`config.mk`:
```
export PLATFORM = sky130hd
export DESIGN_NAME = cfg_dat_word_filter
export DESIGN_NICKNAME = d
export VERILOG_FILES = /design/src/rtl/cfg_dat_test_pkg.sv /design/src/rtl/cfg_dat_word_filter.sv
export SDC_FILE = /design/constraint.sdc
export NUM_CORES = 1
export LEC_CHECK = 0
export CAP_MARGIN = 5
export CORE_MARGIN = 2
export CORE_UTILIZATION = 48
export CTS_BUF_LIST = sky130_fd_sc_hd__clkbuf_16
export CTS_CLUSTER_SIZE = 8
export DETAILED_ROUTE_END_ITERATION = 8
export HOLD_SLACK_MARGIN = 0.12
export PLACE_DENSITY = 0.85
export SLEW_MARGIN = 15
export SYNTH_ARGS = -nofsm -noshare
export SYNTH_HDL_FRONTEND = slang
export SYNTH_SLANG_ARGS = --single-unit
```
`constraint.sdc`:
```
create_clock -name clk -period 2.53 [get_ports clk]
set_clock_uncertainty 0.1 [all_clocks]
set_input_delay 0.506 -clock clk [delete_from_list [all_inputs] [get_ports clk]]
set_output_delay 0.506 -clock clk [all_outputs]
set_load 0.01 [all_outputs]
```
`src/rtl/cfg_dat_test_pkg.sv`:
```
// Shared types and expected-word rule for the CFG_DAT test-mode checker.
// Define CFG_DAT_PRBS_EN to expect a PRBS16 stream instead of an increment.
package cfg_dat_test_pkg;

  typedef enum logic [1:0] {
    S_IDLE   = 2'd0,
    S_SEARCH = 2'd1,
    S_LOCKED = 2'd2
  } state_t;

  localparam int WORD_CNT_W = 32;
  localparam int ERR_CNT_W  = 16;

  // x^16+x^14+x^13+x^11+1 as bit taps 15,13,12,10
  localparam logic [15:0] PRBS_TAPS = 16'hB400;

  function automatic logic [15:0] prbs_next(
    input logic [15:0] w
  );
    return {w[14:0], ^(w & PRBS_TAPS)};
  endfunction

  function automatic logic [15:0] exp_word(
    input logic [15:0] last
  );
`ifdef CFG_DAT_PRBS_EN
    return prbs_next(last);
`else
    return last + 16'd1;
`endif
  endfunction

  function automatic logic word_ok(
    input logic [15:0] last,
    input logic [15:0] w
  );
`ifdef CFG_DAT_PRBS_EN
    return (w == exp_word(last)) && (w != 16'h0000);
`else
    return w == exp_word(last);
`endif
  endfunction

endpackage

```
`src/rtl/cfg_dat_word_filter.sv`:
```
// Two-flop synchronizer and stability filter for the CFG_DAT pads.
// Emits a one-cycle acc with the settled word when it differs from last_word.
module cfg_dat_word_filter #(
  parameter int STABLE_CYC = 8
) (
  input  logic        clk,
  input  logic        rst_n,
  input  logic        ena,
  input  logic [15:0] data_in,
  input  logic [15:0] last_word,
  output logic        acc,
  output logic [15:0] word
);
  import cfg_dat_test_pkg::*;

  localparam int CW = $clog2(STABLE_CYC + 1);
  localparam logic [CW-1:0] FULL = CW'(STABLE_CYC);
  localparam logic [CW-1:0] PRE  = CW'(STABLE_CYC - 1);

  logic [15:0]   meta;
  logic [15:0]   sync_w;
  logic [CW-1:0] stab_cnt;

  // meta != sync_w means sync_w changes on this edge
  always_ff @(posedge clk or negedge rst_n) begin
    if (!rst_n) begin
      meta     <= '0;
      sync_w   <= '0;
      stab_cnt <= '0;
      acc      <= 1'b0;
      word     <= '0;
    end else begin
      meta   <= data_in;
      sync_w <= meta;
      acc    <= 1'b0;
      if (!ena || meta != sync_w) begin
        stab_cnt <= '0;
      end else if (stab_cnt != FULL) begin
        stab_cnt <= stab_cnt + 1'b1;
        if (stab_cnt == PRE && sync_w != last_word) begin
          acc  <= 1'b1;
          word <= sync_w;
        end
      end
    end
  end

endmodule

```
=== Word-level counts from Yosys, hierarchy flattened ===
Cells that the tools add are included.

* Add/sub/neg operators: 1
* Equal/unequal tests: 4
* Muxes and demuxes: 5
* Bitwise logic cells: 1
* Reductions and logical operators: 5

{| class="wikitable"
|+ Operators with widths
! kind !! number
|-
| $ne A16 B16 Y1 || 2
|-
| $mux W4 || 2
|-
| $add A4 B1 Y4 const B || 1
|-
| $eq A4 B3 Y1 const B || 1
|-
| $ne A4 B4 Y1 const B || 1
|-
| $mux W1 || 3
|-
| $reduce_and A3 Y1 || 1
|-
| $reduce_bool A2 Y1 || 1
|-
| $logic_and A1 B1 Y1 || 1
|-
| $logic_not A1 Y1 || 1
|-
| $logic_or A1 B1 Y1 || 1
|-
| $not A1 Y1 || 1
|}

* Bits in registers: 53
* Bits of input ports: 35
* Output and inout bits: 17
* Word-level logic and storage cells: 21

=== Depth between registers and ports, before layout ===
* Depth in word-level cells: 5
* Mapped depth: 6
* Depth with buffers taken out: 6

=== Least setup slack after synthesis ===
No wires, ideal clock.

* Kind: register -> register
* From: register sync_w[14]
* To: register word[10]
* Setup time: 0.125 ns
* Arrival: 1.718 ns
* Required time: 2.305 ns
* Slack: 0.587 ns
* Cell stages (with the launch flop): 7
* Buffers on the path: 1
* Period minus slack after synthesis: 1.943 ns
* Cell sequence: dfrtp_1 xor2_1 nor4_2 and4bb_1 nand4_4 buf_6 mux2_4

* Cells in the longest elaborated chain, start to end: 4
* Elaborated cells between the ends (all ways): 6
* Classes of those cells: eq/ne (2); bitwise (1); reduce/logical (3)

{| class="wikitable"
|+ Ends and longest elaborated chain
! what !! RTL line !! RTL
|-
| start, declared || cfg_dat_word_filter.sv:21 || <nowiki>logic [15:0] sync_w;</nowiki>
|-
| start signal, assigned || cfg_dat_word_filter.sv:34 || <nowiki>sync_w <= meta;</nowiki>
|-
| $ne A16 B16 Y1 || cfg_dat_word_filter.sv:36 || <nowiki>if (!ena || meta != sync_w) begin</nowiki>
|-
| $logic_or A1 B1 Y1 || cfg_dat_word_filter.sv:36 ||
|-
| $not A1 Y1 (no source line) || n/a ||
|-
| $reduce_and A3 Y1 (no source line) (*) || n/a ||
|-
| end signal, assigned || cfg_dat_word_filter.sv:42 || <nowiki>word <= sync_w;</nowiki>
|-
| end, declared || cfg_dat_word_filter.sv:12 || <nowiki>output logic [15:0] word</nowiki>
|}

Every way passes the cells marked *; elsewhere a longest branch is shown, timed or not.
A chain may end at the register's enable or synchronous reset.

=== Worst setup path after layout ===
* From: input last_word[14]
* To: register word[9]

* Cells in the longest elaborated chain, start to end: 3

{| class="wikitable"
|+ Ends and longest elaborated chain
! what !! RTL line !! RTL
|-
| start, declared || cfg_dat_word_filter.sv:10 || <nowiki>input logic [15:0] last_word,</nowiki>
|-
| $ne A16 B16 Y1 || cfg_dat_word_filter.sv:40 || <nowiki>if (stab_cnt == PRE && sync_w != last_word) begin</nowiki>
|-
| $logic_and A1 B1 Y1 || cfg_dat_word_filter.sv:40 ||
|-
| $reduce_and A3 Y1 (no source line) || n/a ||
|}

Every way passes these cells.

==> summary.md <==
| Metric | Value |
|---|---|
| # setup viols final | `0` |
| Total track usage | `0.193` |
| Syn nets | `176` |
| Overflow left after global routing | `0` |
| Number of global-route vias before repair | `1,446` |
| Clock tree buffer depth | `2` |
| Total power | `1.66 mW` |
| Actual slew at the worst max-slew pin | `0.407 ns` |
| Port-buffer cells | `51` |
| Dpl cell area | `2700 um2` |
| R2R Path End | `word[9]` |
| Largest net degree at the start of global routing | `22` |
| Share of layout cells above drive strength 1 | `0.158` |
| Gates resized, CTS repair | `0` |
| #FFs+latches synth | `53` |
| Most frequent cells in the layout | `dfrtp_1 (53), clkdlybuf4s50_1 (50), xor2_1 (26)` |
| Starting density of the core | `0.509` |
| Max layer used | `met4` |
| Fin. Hold Viols | `0` |
| Setup Fix Bufs, Post-CTS | `0` |
| PD cells | `584 nW/um2` |
| Flop-to-flop setup slack | `0.39 ns` |
| Critical R2R Launch | `sync_w[10]` |
| Sequential fraction of the synthesis area | `0.638` |
| Post-DP HPWL | `between 3 and 4 mm` |
| Max frequency | `426 MHz` |
| Type of the worst setup path | `in2reg` |
| Worst hold path class | `reg2reg` |
| Count of cell types in the netlist | `21` |
| Seq pwr share | `0.540` |
| Crit end category | `flop` |
| Via density | `between 4 and 5` |
| DR WL/cell | `around 16 um` |
| Worst slew margin | `0.726` |
| Hold_sp | `meta[6]` |
| Status | `finished, final reports clean` |
| Post-Syn Area per Cell | `15.0 um2` |
| Met1 wire length | `1.66 mm` |
| Setup TNS | `0 ns` |
| Worst hold stages | `0` |
| Area delta synth->final | `36.9%` |
| Hold slack | `about 0.29 ns` |
| CTS sink cnt | `53` |
| Switching part of the total power | `0.213` |
| Final #Nets | `239` |
| Drt initial violations | `31` |
| Kind of start point of the critical path | `primary input` |
| Arr. time, crit path | `2.42 ns` |
| Post-layout instance count excluding filler cells | `about 250` |
| N_diodes | `0` |
| Core Rows | `23` |
| CORE AREA | `~4100 um2` |
| Mapped cell area | `2080 um2` |
| Clock root buffer | `clkbuf_16` |
| FILL cells | `301` |
| # hold bufs at CTS | `1` |
| Hold Crit Endpoint | `sync_w[6]` |
| Minimum clock period | `2.35 ns` |
| RD Place Congestion | `0.755` |
| RSZ-0062 raised after global routing | `false` |
| Multi-input logic area | `733 um2` |
| Drc violations | `0` |
| Most common cell after layout, fill and taps aside | `dfrtp_1` |
| Height of the die | `69.8 um` |
| Die area | `~5000 um2` |
| VDD IR-drop max | `0.490 mV` |
| IO Pins | `52` |
| WL final | `4.16 mm` |
| Ys Warns | `0` |
| Total CTS buffers | `5` |
| Max Cap Viol | `0` |
| Placed insts | `244` |
| Initial antenna violation count | `0` |
| DR vias | `1,245` |
| Switching pwr | `0.355 mW` |
| Critical Path RT | `about 2.6 ns` |
| R2R cell count | `6` |
| Design area | `2850 um2` |
| Clk slew on worst S/H paths | `0.06 ns` |
| Comb power frac | `0.077` |
| DRT antenna net count | `0` |
| First-pass GRT wire length | `7.08 mm` |
| Drt first pass iters | `3` |
| CP max FO | `4` |
| CTS tree | `yes` |
| CTS H-tree depth | `2` |
| Int Power | `1.31 mW` |
| Chip Width | `69.8 um` |
| Worst skew pair latency | `roughly 0.29 ns` |
| Tcrit/Tclk final | `0.927` |
| Wire length on met2 | `2.26 mm` |
| Post-Syn Instances | `139` |
| Pleak | `roughly 1.3 nW` |
| Clock Power Share | `0.383` |
| Routed met3 length | `169 um` |
| Fin. max-slew vios | `0` |
| FF/Latch Area | `1330 um2` |
| CP Launch Point | `last_word[14]` |
[logic make-up after synthesis]
group,Yosys count,synth area share
flip-flops,53,0.638
XOR/XNOR,34,0.143
AND/OR/NAND/NOR,27,0.0807
multiplexers,17,0.110
AO/OA/AOI/OAI,3,0.00722
buffers and inverters,3,0.00903
adder cells (fa/ha/maj),2,0.0120
[sequential cells by signal, indices dropped and copies added (netlist names)]
name	flops
word	16
stab_cnt	4
sync_w	16
acc	1
meta	16
[worst max path at each step]
stage	depth (start not counted)	to	slack, ns
after detailed placement	7	word[9]	-0.008
after floorplan	6	word[10]	0.59
after global placement	7	word[13]	0.008
after CTS	7	word[9]	0.17
final	7	word[9]	0.18
after global routing	7	word[9]	0.09
[power groups by stage]
stage | clock (mW) | combinational (mW) | sequential [mW]
4_1_cts | 0.650 | 0.131 | 0.899
2_1_floorplan | 0 | 0.0439 | 0.908
5_1_grt | 0.696 | 0.141 | 0.901
3_3_place_gp | 0 | 0.125 | 0.912
6_report | 0.636 | 0.128 | 0.898
3_5_place_dp | 0 | 0.127 | 0.914
[critical path: stages]
cell and delay (ns):
clkdlybuf4s50_1 0.44, xor2_1 0.16, nor4_1 0.40, nand4_1 0.26, nand4_4 0.18, buf_4 0.16, mux2_4 0.30
[synthesized netlist by cell type]
cell | n | area share
dfrtp_1 | 53 | 0.64
xor2_1 | 26 | 0.11
mux2_4 | 10 | 0.072
xnor2_1 | 8 | 0.034
nand2_1 | 7 | 0.013
nor2_1 | 7 | 0.013
mux2_2 | 6 | 0.033
nor4_1 | 4 | 0.012
a21oi_1 | 2 | 0.0048
ha_1 | 2 | 0.012
inv_1 | 2 | 0.0036
nand4_1 | 2 | 0.0060
nor4_2 | 2 | 0.012
and4bb_1 | 1 | 0.0060
buf_6 | 1 | 0.0054
mux2i_1 | 1 | 0.0048
nand3_1 | 1 | 0.0024
nand4_4 | 1 | 0.010
o21ai_0 | 1 | 0.0024
or2_2 | 1 | 0.0030
or4_1 | 1 | 0.0036
[per-layer routing]
metal / vias up / GRT usage
li1: 592 / -
met3: 6 / 0.0538
met4: 0 / 0.0705
met5: - / 0
met2: 30 / 0.332
met1: 617 / 0.231
[through the flow]
step | setup WS, ns | util
final | 0.184 | 0.696
after global routing | 0.0904 | 0.696
after CTS | 0.170 | 0.696
after detailed placement | -0.00807 | 0.660
after global placement | 0.00782 | 0.660
after floorplan | 0.587 | -
[cell type report]
class | count | share of cell area
flip-flops and latches | 53 | 0.466
multi-input cells | 83 | 0.258
repair buffers | 57 | 0.203
clock buffers | 5 | 0.0440
well taps | 50 | 0.0220
clock inverters | 3 | 0.00440
inverters | 2 | 0.00264
Power figures use the tool's default switching activity.
